## src/rtl/api_spi_responder.sv

```systemverilog
// -----------------------------------------------------------------------------
// api_spi_responder
//
// Extension-side endpoint of the API extension access port. Each access
// (cs held high by the initiator) becomes one 48-bit SPI mode-0 master frame
// to an off-chip register device: {opcode, address, data}, MSB first. When the
// frame is done, ready is raised and held until the initiator drops cs. This
// lets an SPI-attached peripheral sit in the API address space behind the
// normal wait/ready handshake.
//
// Parameters:
//   CLK_DIV      clk cycles per SCLK half-period (2..255)
//   READ_OPCODE  first frame byte for a read
//   WRITE_OPCODE first frame byte for a write
//
// Ports:
//   clk         system clock
//   reset       asynchronous reset, active low
//   cs          access request, held until ready is seen
//   we          1 = write, 0 = read (sampled with cs)
//   address     register address (sampled with cs)
//   write_data  write payload (sampled with cs)
//   read_data   read result, updated only by completed reads
//   ready       access complete
//   spi_sclk    SPI clock (mode 0, idles low)
//   spi_cs_n    SPI chip select, active low
//   spi_mosi    serial data out, MSB first
//   spi_miso    serial data in, MSB first
// -----------------------------------------------------------------------------
module api_spi_responder #(
    parameter int unsigned CLK_DIV      = 4,
    parameter logic [7:0]  READ_OPCODE  = 8'h03,
    parameter logic [7:0]  WRITE_OPCODE = 8'h02
) (
    input  logic        clk,
    input  logic        reset,
    input  logic        cs,
    input  logic        we,
    input  logic [7:0]  address,
    input  logic [31:0] write_data,
    output logic [31:0] read_data,
    output logic        ready,
    output logic        spi_sclk,
    output logic        spi_cs_n,
    output logic        spi_mosi,
    input  logic        spi_miso
);

    localparam logic [7:0] DIV_LAST = 8'(CLK_DIV - 1);
    localparam logic [5:0] BIT_LAST = 6'd47;

    typedef enum logic [2:0] {
        S_IDLE  = 3'd0,
        S_SETUP = 3'd1,
        S_SHIFT = 3'd2,
        S_HOLD  = 3'd3,
        S_DONE  = 3'd4,
        S_GAP   = 3'd5
    } state_t;

    state_t      state_q, state_d;
    logic [7:0]  div_ctr_q, div_ctr_d;
    logic [5:0]  bit_ctr_q, bit_ctr_d;
    logic [47:0] shreg_q, shreg_d;
    logic        we_q, we_d;
    logic [31:0] read_data_q, read_data_d;
    logic        ready_q, ready_d;
    logic        sclk_q, sclk_d;
    logic        cs_n_q, cs_n_d;
    logic        mosi_q, mosi_d;

    logic        div_last;
    logic [7:0]  opcode;

    assign div_last = (div_ctr_q == DIV_LAST);
    assign opcode   = we ? WRITE_OPCODE : READ_OPCODE;

    // State and datapath registers
    always_ff @(posedge clk or negedge reset) begin
        if (!reset) begin
            state_q     <= S_IDLE;
            div_ctr_q   <= 8'd0;
            bit_ctr_q   <= 6'd0;
            shreg_q     <= 48'd0;
            we_q        <= 1'b0;
            read_data_q <= 32'd0;
            ready_q     <= 1'b0;
            sclk_q      <= 1'b0;
            cs_n_q      <= 1'b1;
            mosi_q      <= 1'b0;
        end else begin
            state_q     <= state_d;
            div_ctr_q   <= div_ctr_d;
            bit_ctr_q   <= bit_ctr_d;
            shreg_q     <= shreg_d;
            we_q        <= we_d;
            read_data_q <= read_data_d;
            ready_q     <= ready_d;
            sclk_q      <= sclk_d;
            cs_n_q      <= cs_n_d;
            mosi_q      <= mosi_d;
        end
    end

    // Next-state logic
    always_comb begin
        state_d = state_q;
        case (state_q)
            S_IDLE:  if (cs)       state_d = S_SETUP;
            S_SETUP: if (div_last) state_d = S_SHIFT;
            // Leave SHIFT only at the end of the 48th high phase
            S_SHIFT: if (div_last && sclk_q && (bit_ctr_q == BIT_LAST)) state_d = S_HOLD;
            S_HOLD:  if (div_last) state_d = S_DONE;
            S_DONE:  if (!cs)      state_d = S_GAP;
            S_GAP:   if (div_last) state_d = S_IDLE;
            default:               state_d = S_IDLE;
        endcase
    end

    // Datapath and registered-output next values
    always_comb begin
        div_ctr_d   = 8'd0;
        bit_ctr_d   = bit_ctr_q;
        shreg_d     = shreg_q;
        we_d        = we_q;
        read_data_d = read_data_q;
        ready_d     = ready_q;
        sclk_d      = sclk_q;
        cs_n_d      = cs_n_q;
        mosi_d      = mosi_q;

        // Timed states share one divider that wraps every CLK_DIV cycles
        if ((state_q == S_SETUP) || (state_q == S_SHIFT) ||
            (state_q == S_HOLD)  || (state_q == S_GAP)) begin
            div_ctr_d = div_last ? 8'd0 : div_ctr_q + 8'd1;
        end

        case (state_q)
            S_IDLE: begin
                if (cs) begin
                    shreg_d   = {opcode, address, (we ? write_data : 32'd0)};
                    we_d      = we;
                    bit_ctr_d = 6'd0;
                    cs_n_d    = 1'b0;
                    mosi_d    = opcode[7];
                end
            end
            S_SHIFT: begin
                if (div_last) begin
                    if (!sclk_q) begin
                        // Rising SCLK: shift left, MISO enters at the LSB.
                        // After the shift, bit 47 already holds the next MOSI bit.
                        sclk_d  = 1'b1;
                        shreg_d = {shreg_q[46:0], spi_miso};
                    end else begin
                        sclk_d = 1'b0;
                        if (bit_ctr_q == BIT_LAST) begin
                            mosi_d = 1'b0;
                        end else begin
                            bit_ctr_d = bit_ctr_q + 6'd1;
                            mosi_d    = shreg_q[47];
                        end
                    end
                end
            end
            S_HOLD: begin
                if (div_last) begin
                    cs_n_d  = 1'b1;
                    ready_d = 1'b1;
                    // The last 32 sampled bits sit in the low word
                    if (!we_q) begin
                        read_data_d = shreg_q[31:0];
                    end
                end
            end
            S_DONE: begin
                if (!cs) begin
                    ready_d = 1'b0;
                end
            end
            default: begin
            end
        endcase
    end

    assign read_data = read_data_q;
    assign ready     = ready_q;
    assign spi_sclk  = sclk_q;
    assign spi_cs_n  = cs_n_q;
    assign spi_mosi  = mosi_q;

endmodule

```

## config.mk

```make
export PLATFORM = sky130hd
export DESIGN_NAME = api_spi_responder
export DESIGN_NICKNAME = d
export VERILOG_FILES = /design/src/rtl/api_spi_responder.sv
export SDC_FILE = /design/constraint.sdc
export NUM_CORES = 1
export LEC_CHECK = 0
export ABC_CLOCK_PERIOD_IN_PS = 2600
export CORE_ASPECT_RATIO = 0.7
export CORE_MARGIN = 2
export CORE_UTILIZATION = 53
export DETAILED_ROUTE_END_ITERATION = 10
export GPL_TIMING_DRIVEN = 0
export HOLD_SLACK_MARGIN = 0.06
export PLACE_DENSITY = 0.81
export RECOVER_POWER = 25
export SYNTH_ARGS = -nofsm -noshare
export SYNTH_HDL_FRONTEND = slang
export SYNTH_SLANG_ARGS = --single-unit
```

## constraint.sdc

```tcl
create_clock -name clk -period 2.6 [get_ports clk]
set_clock_uncertainty 0.05 [all_clocks]
set_input_delay 0.39 -clock clk [delete_from_list [all_inputs] [get_ports clk]]
set_output_delay 0.39 -clock clk [all_outputs]
set_load 0.005 [all_outputs]
```

Yosys cells after proc, flatten, opt, wreduce, memory -nomap -nowiden

Index checks and enable logic that the tools add are counted.

Add/sub/neg operators: 2
Eq/ne operators: 17
Muxes and demuxes: 31
Bitwise gates (word level): 1
Reductions and logical operators: 18

Operators by type and width:

| operator                                            | number |
|---|---|
| 2-to-1 mux 48 bit                                   | 3 |
| one-hot mux 48 bit (2 select lines)                 | 1 |
| 2-to-1 mux 32 bit                                   | 1 |
| 2-to-1 mux 6 bit                                    | 4 |
| != test 2 bit, second input constant                | 10 |
| 2-to-1 mux 3 bit                                    | 6 |
| one-hot mux 3 bit (6 select lines)                  | 1 |
| 2-to-1 mux 8 bit                                    | 2 |
| one-hot mux 6 bit (2 select lines)                  | 1 |
| 2-to-1 mux 1 bit                                    | 9 |
| AND reduction 3 bit                                 | 3 |
| adder 8 x 1 -> 8 bit, second input constant         | 1 |
| equality test 8 x 2 -> 1 bit, second input constant | 1 |
| AND reduction 4 bit                                 | 2 |
| adder 6 x 1 -> 6 bit, second input constant         | 1 |
| equality test 3 x 2 -> 1 bit, second input constant | 2 |
| equality test 3 bit, second input constant          | 2 |
| equality test 6 bit, second input constant          | 1 |
| one-hot mux 1 bit (2 select lines)                  | 3 |
| AND reduction 6 bit                                 | 1 |
| nonzero test 2 bit                                  | 3 |
| AND reduction 5 bit                                 | 1 |
| AND reduction 2 bit                                 | 2 |
| equality test 3 x 1 -> 1 bit, second input constant | 1 |
| other kinds (4)                                     | 7 |

Flip-flop bits (word level): 102
Output and inout port bits: 36
Logic and storage cells: 79

Logic depth before layout (Yosys ltp)

Word-level depth: 5
Gate-level depth with buffers: 7
Gate-level depth less buffers: 5

Worst setup path after synthesis

No wires, ideal clock.

Path kind: flip-flop to flip-flop
From: register div_ctr_q[0]
To: register mosi_q, in the netlist spi_mosi
Data arrival time: 2.001 ns
Slack: 0.424 ns
Cell stages (with the launch flop): 6
Path buffers: 0
Period minus slack after synthesis: 2.176 ns
Cell sequence: dfrtp_1 -> ha_1 -> or3b_2 -> or2_4 -> a2111oi_2 -> mux2_2

Cells in the longest elaborated chain, start to end: 3

RTL lines:

| element                              | line | source |
|---|---|---|
| from (decl)                          | 62   | `logic [7:0] div_ctr_q, div_ctr_d;` |
| from (signal assigned)               | 93   | `div_ctr_q <= div_ctr_d;` |
| equality test 8 x 2 -> 1 bit         | 75   | `assign div_last = (div_ctr_q == DIV_LAST);` |
| != test 2 bit (no source line)       | n/a  |  |
| AND reduction 4 bit (no source line) | n/a  |  |
| to (signal assigned)                 | 101  | `mosi_q <= mosi_d;` |
| to (decl)                            | 70   | `logic mosi_q, mosi_d;` |

Every way passes these cells.
A chain may end at the register's enable or synchronous reset.

Worst setup path after layout

From: register div_ctr_q[0]
To: register shreg_q[4]

Cells in the longest elaborated chain, start to end: 3

RTL lines:

| element                              | line | source |
|---|---|---|
| equality test 8 x 2 -> 1 bit         | 75   |  |
| != test 2 bit (no source line)       | n/a  |  |
| AND reduction 4 bit (no source line) | n/a  |  |
| to (signal assigned)                 | 95   | `shreg_q <= shreg_d;` |
| to (decl)                            | 64   | `logic [47:0] shreg_q, shreg_d;` |

Every way passes these cells.

==> flow_summary.ini <==
[run_status]
outcome = finished, final reports clean

[worst_setup_path]
worstPathMaxFanout = 10
cp_data_required_time_ns = 2.77
worstSetupPathType = reg -> reg
crit_start = div_ctr_q[0]
critPathArrivalTime_ns = 2.60
reg2reg_depth = 7
worstSetupEndpoint = shreg_q[4]
cp-end-kind = flip-flop
worstReg2RegEnd = shreg_q[4]
ff2ff_setup_slack_ns = 0.17
r2r-start = div_ctr_q[0]
startpoint_type = flip-flop

[logic_synthesis]
yosysTopAreaCell = dfrtp_1
async_flop_share_pct = 100
synth_ff_type = dfrtp_1
synth_nets = 476
yosysMostFrequentCell = nand2_1
synth_area_mm2 = 0.00471
seq_area_frac_synth_pct = 54.2
ys_top_cells_by_count = nand2_1, dfrtp_1, mux2_2, nand3_1, nor2_1
ys_types = 41
synth_area_per_cell_um2 = 11.0
synth_cells = 429
yosys_warnings = 0
synth_top_area_share_pct = 53.7
synthTopCellsByArea = dfrtp_1, mux2_2, nand2_1
synth_edf_count = 0
synth_seq_cells = 102

[placed_design]
dp_hpwl_um = 6890
port_buffers = 79
gp_congestion = 0.809
placed_area_mm2 = 0.00568

[run]
max-cap-violations = 0

[timing]
finalCritPeriodShare_pct = 93.5
worstMarginPinSlew_ns = 0.932
relSlewSlack_pct = 37.9
rsz0062_at_grt = no
finalMaxSlewViolations = 0
period_minus_slack_ns = 2.43
setup_viol_count_final = 0
fmaxAchievable_mhz = 411
hold_violations = 0

[cells_and_area]
fillCellCount = 665
stdcell_area_mm2 = 0.00595
syn_to_final_growth_pct = 26.4
n_antenna_cell = 0
postLayoutCoreUtil_pct = 69.7
layout-drive-gt1-share_pct = 20.4
nNetsFinal = 568

[route]
vias = 3410
ant_nets = 0
wl_um = 9680
first_pass_iters = 4
wl_per_cell_um = 15.0
route.detailed.drc = 0
dr.first_iter.drc_count = 209
vias_per_cell = 5.29

[clock_network]
clockBufferDepth = 2
h-tree-depth = 3
clk_pin_slew_worst_paths_ns = 0.06
hold_buffers = 1
cts_buffers = 9
insertion_delay_ns = 0.34
post_cts_resized = 0
cts_root_buffer = clkbuf_16
cts_tree = done
cts_setup_buffers = 0
clkSinkCount = 102

[floorplan]
core_mm2 = 0.00855
rows = 28
ios = 81
die_y_um = 82.9
die-area_mm2 = 0.00967
die_x_um = 117
initial_utilization_pct = 55.1

[power_and_ir_drop]
p_per_area_mw_per_mm2 = 1070
p_leak_nw = 2.85
finalPower_mw = 6.34
vdd_drop_max_mv = 0.605

[hold_path]
min_from = spi_cs_n
hold_path.class = reg -> reg

[grt]
grtUsageTotal_pct = 21.1
overflow = 0
grt_pass1_wl_um = 16200
grt_start_max_net_pins = 72
grt_pass1_vias = 3377
antenna_found_initial = 0
how the worst min path moves through the flow:
stage / to / slack, ns / cells past startpoint
final: spi_cs_n / 0.41 / 2
after global routing: spi_cs_n / 0.44 / 2
after CTS: spi_cs_n / 0.41 / 2
after detailed placement: div_ctr_q[2] / 0.32 / 1
after global placement: div_ctr_q[0] / 0.40 / 1
after floorplan: bit_ctr_q[0] / 0.04 / 0
critical path, cell delays in order, from the launching register on:
cell and delay (ns):
dfrtp_1 0.37, ha_1 0.21, or3b_2 0.53, o21ai_2 0.29
o21a_1 0.18, buf_4 0.16, buf_6 0.16, mux2_2 0.35
area by class of cell:
class,instances,area (um^2),share of cell area [%]
repair buffers,81,803,13.5
clock buffers,11,243,4.08
plain buffers,25,134,2.25
clock inverters,4,47.5,0.798
multi-input cells,298,2010,33.7
inverters,4,15.0,0.252
well taps,120,150,2.52
flip-flops and latches,102,2550,42.9
cell usage in the layout (no fill, tap or decap), drive strengths merged, types with 2 or more instances in the layout:
cell           instances
o211ai                 2
or3b                   2
buf                   14
and3                   5
nand4                  4
o21ai                  7
nand2b                 5
a22o                   6
mux2                  75
nand2                107
clkdlybuf4s50         78
clkinv                 2
ha                     2
xor2                   2
clkbuf                24
nor2                  14
nor2b                  2
nor3                   4
nand3                 35
inv                    4
dfrtp                101
xnor2                  7
mux2i                  6
power breakdown:
group	switching (mW)	total (mW)	internal, mW
Combinational	1.04	2.46	1.41
Clock	0.555	1.32	0.764
Sequential	0.378	2.57	2.19
metrics by stage:
stage | setup TNS [ns] | setup WS, ns | instances | hold slack (ns)
floorplan | 0 | 0.424 | 429 | 0.0444
global placement | -269.43 | -2.66 | 628 | 0.395
detailed placement | 0 | 0.171 | 629 | 0.321
CTS | 0 | 0.144 | 645 | 0.412
global route | 0 | 0.0399 | 645 | 0.439
finish | 0 | 0.169 | 645 | 0.407
cell families (layout without fill, tap and decap cells):
family / Yosys count / in the layout / synth area share [%]
simple gates: 183 / 183 / 17.4
flops: 102 / 102 / 54.2
mux: 81 / 81 / 19.2
buf+inv: 29 / 125 / 3.16
compound gates: 23 / 23 / 3.80
xor+xnor: 9 / 9 / 1.67
fa+ha+maj: 2 / 2 / 0.531
routing by layer:
| metal | routed length [um] | vias to the layer above | global-route usage, % |
|---|---|---|---|
| met5 | 0 | - | 0 |
| met4 | 92 | 0 | 5.13 |
| met3 | 434 | 12 | 5.18 |
| met2 | 4450 | 79 | 32.8 |
| met1 | 4700 | 1671 | 30.0 |
| li1 | - | 1648 | - |
flip-flops by register name, indices dropped and copies added (netlist names):
signal / count
ready: 1
we_q: 1
spi_sclk: 1
div_ctr_q: 8
shreg_q: 48
bit_ctr_q: 6
spi_mosi: 1
read_data: 32
state_q: 3
spi_cs_n: 1
Note: power is estimated with default switching activity, not from simulation.
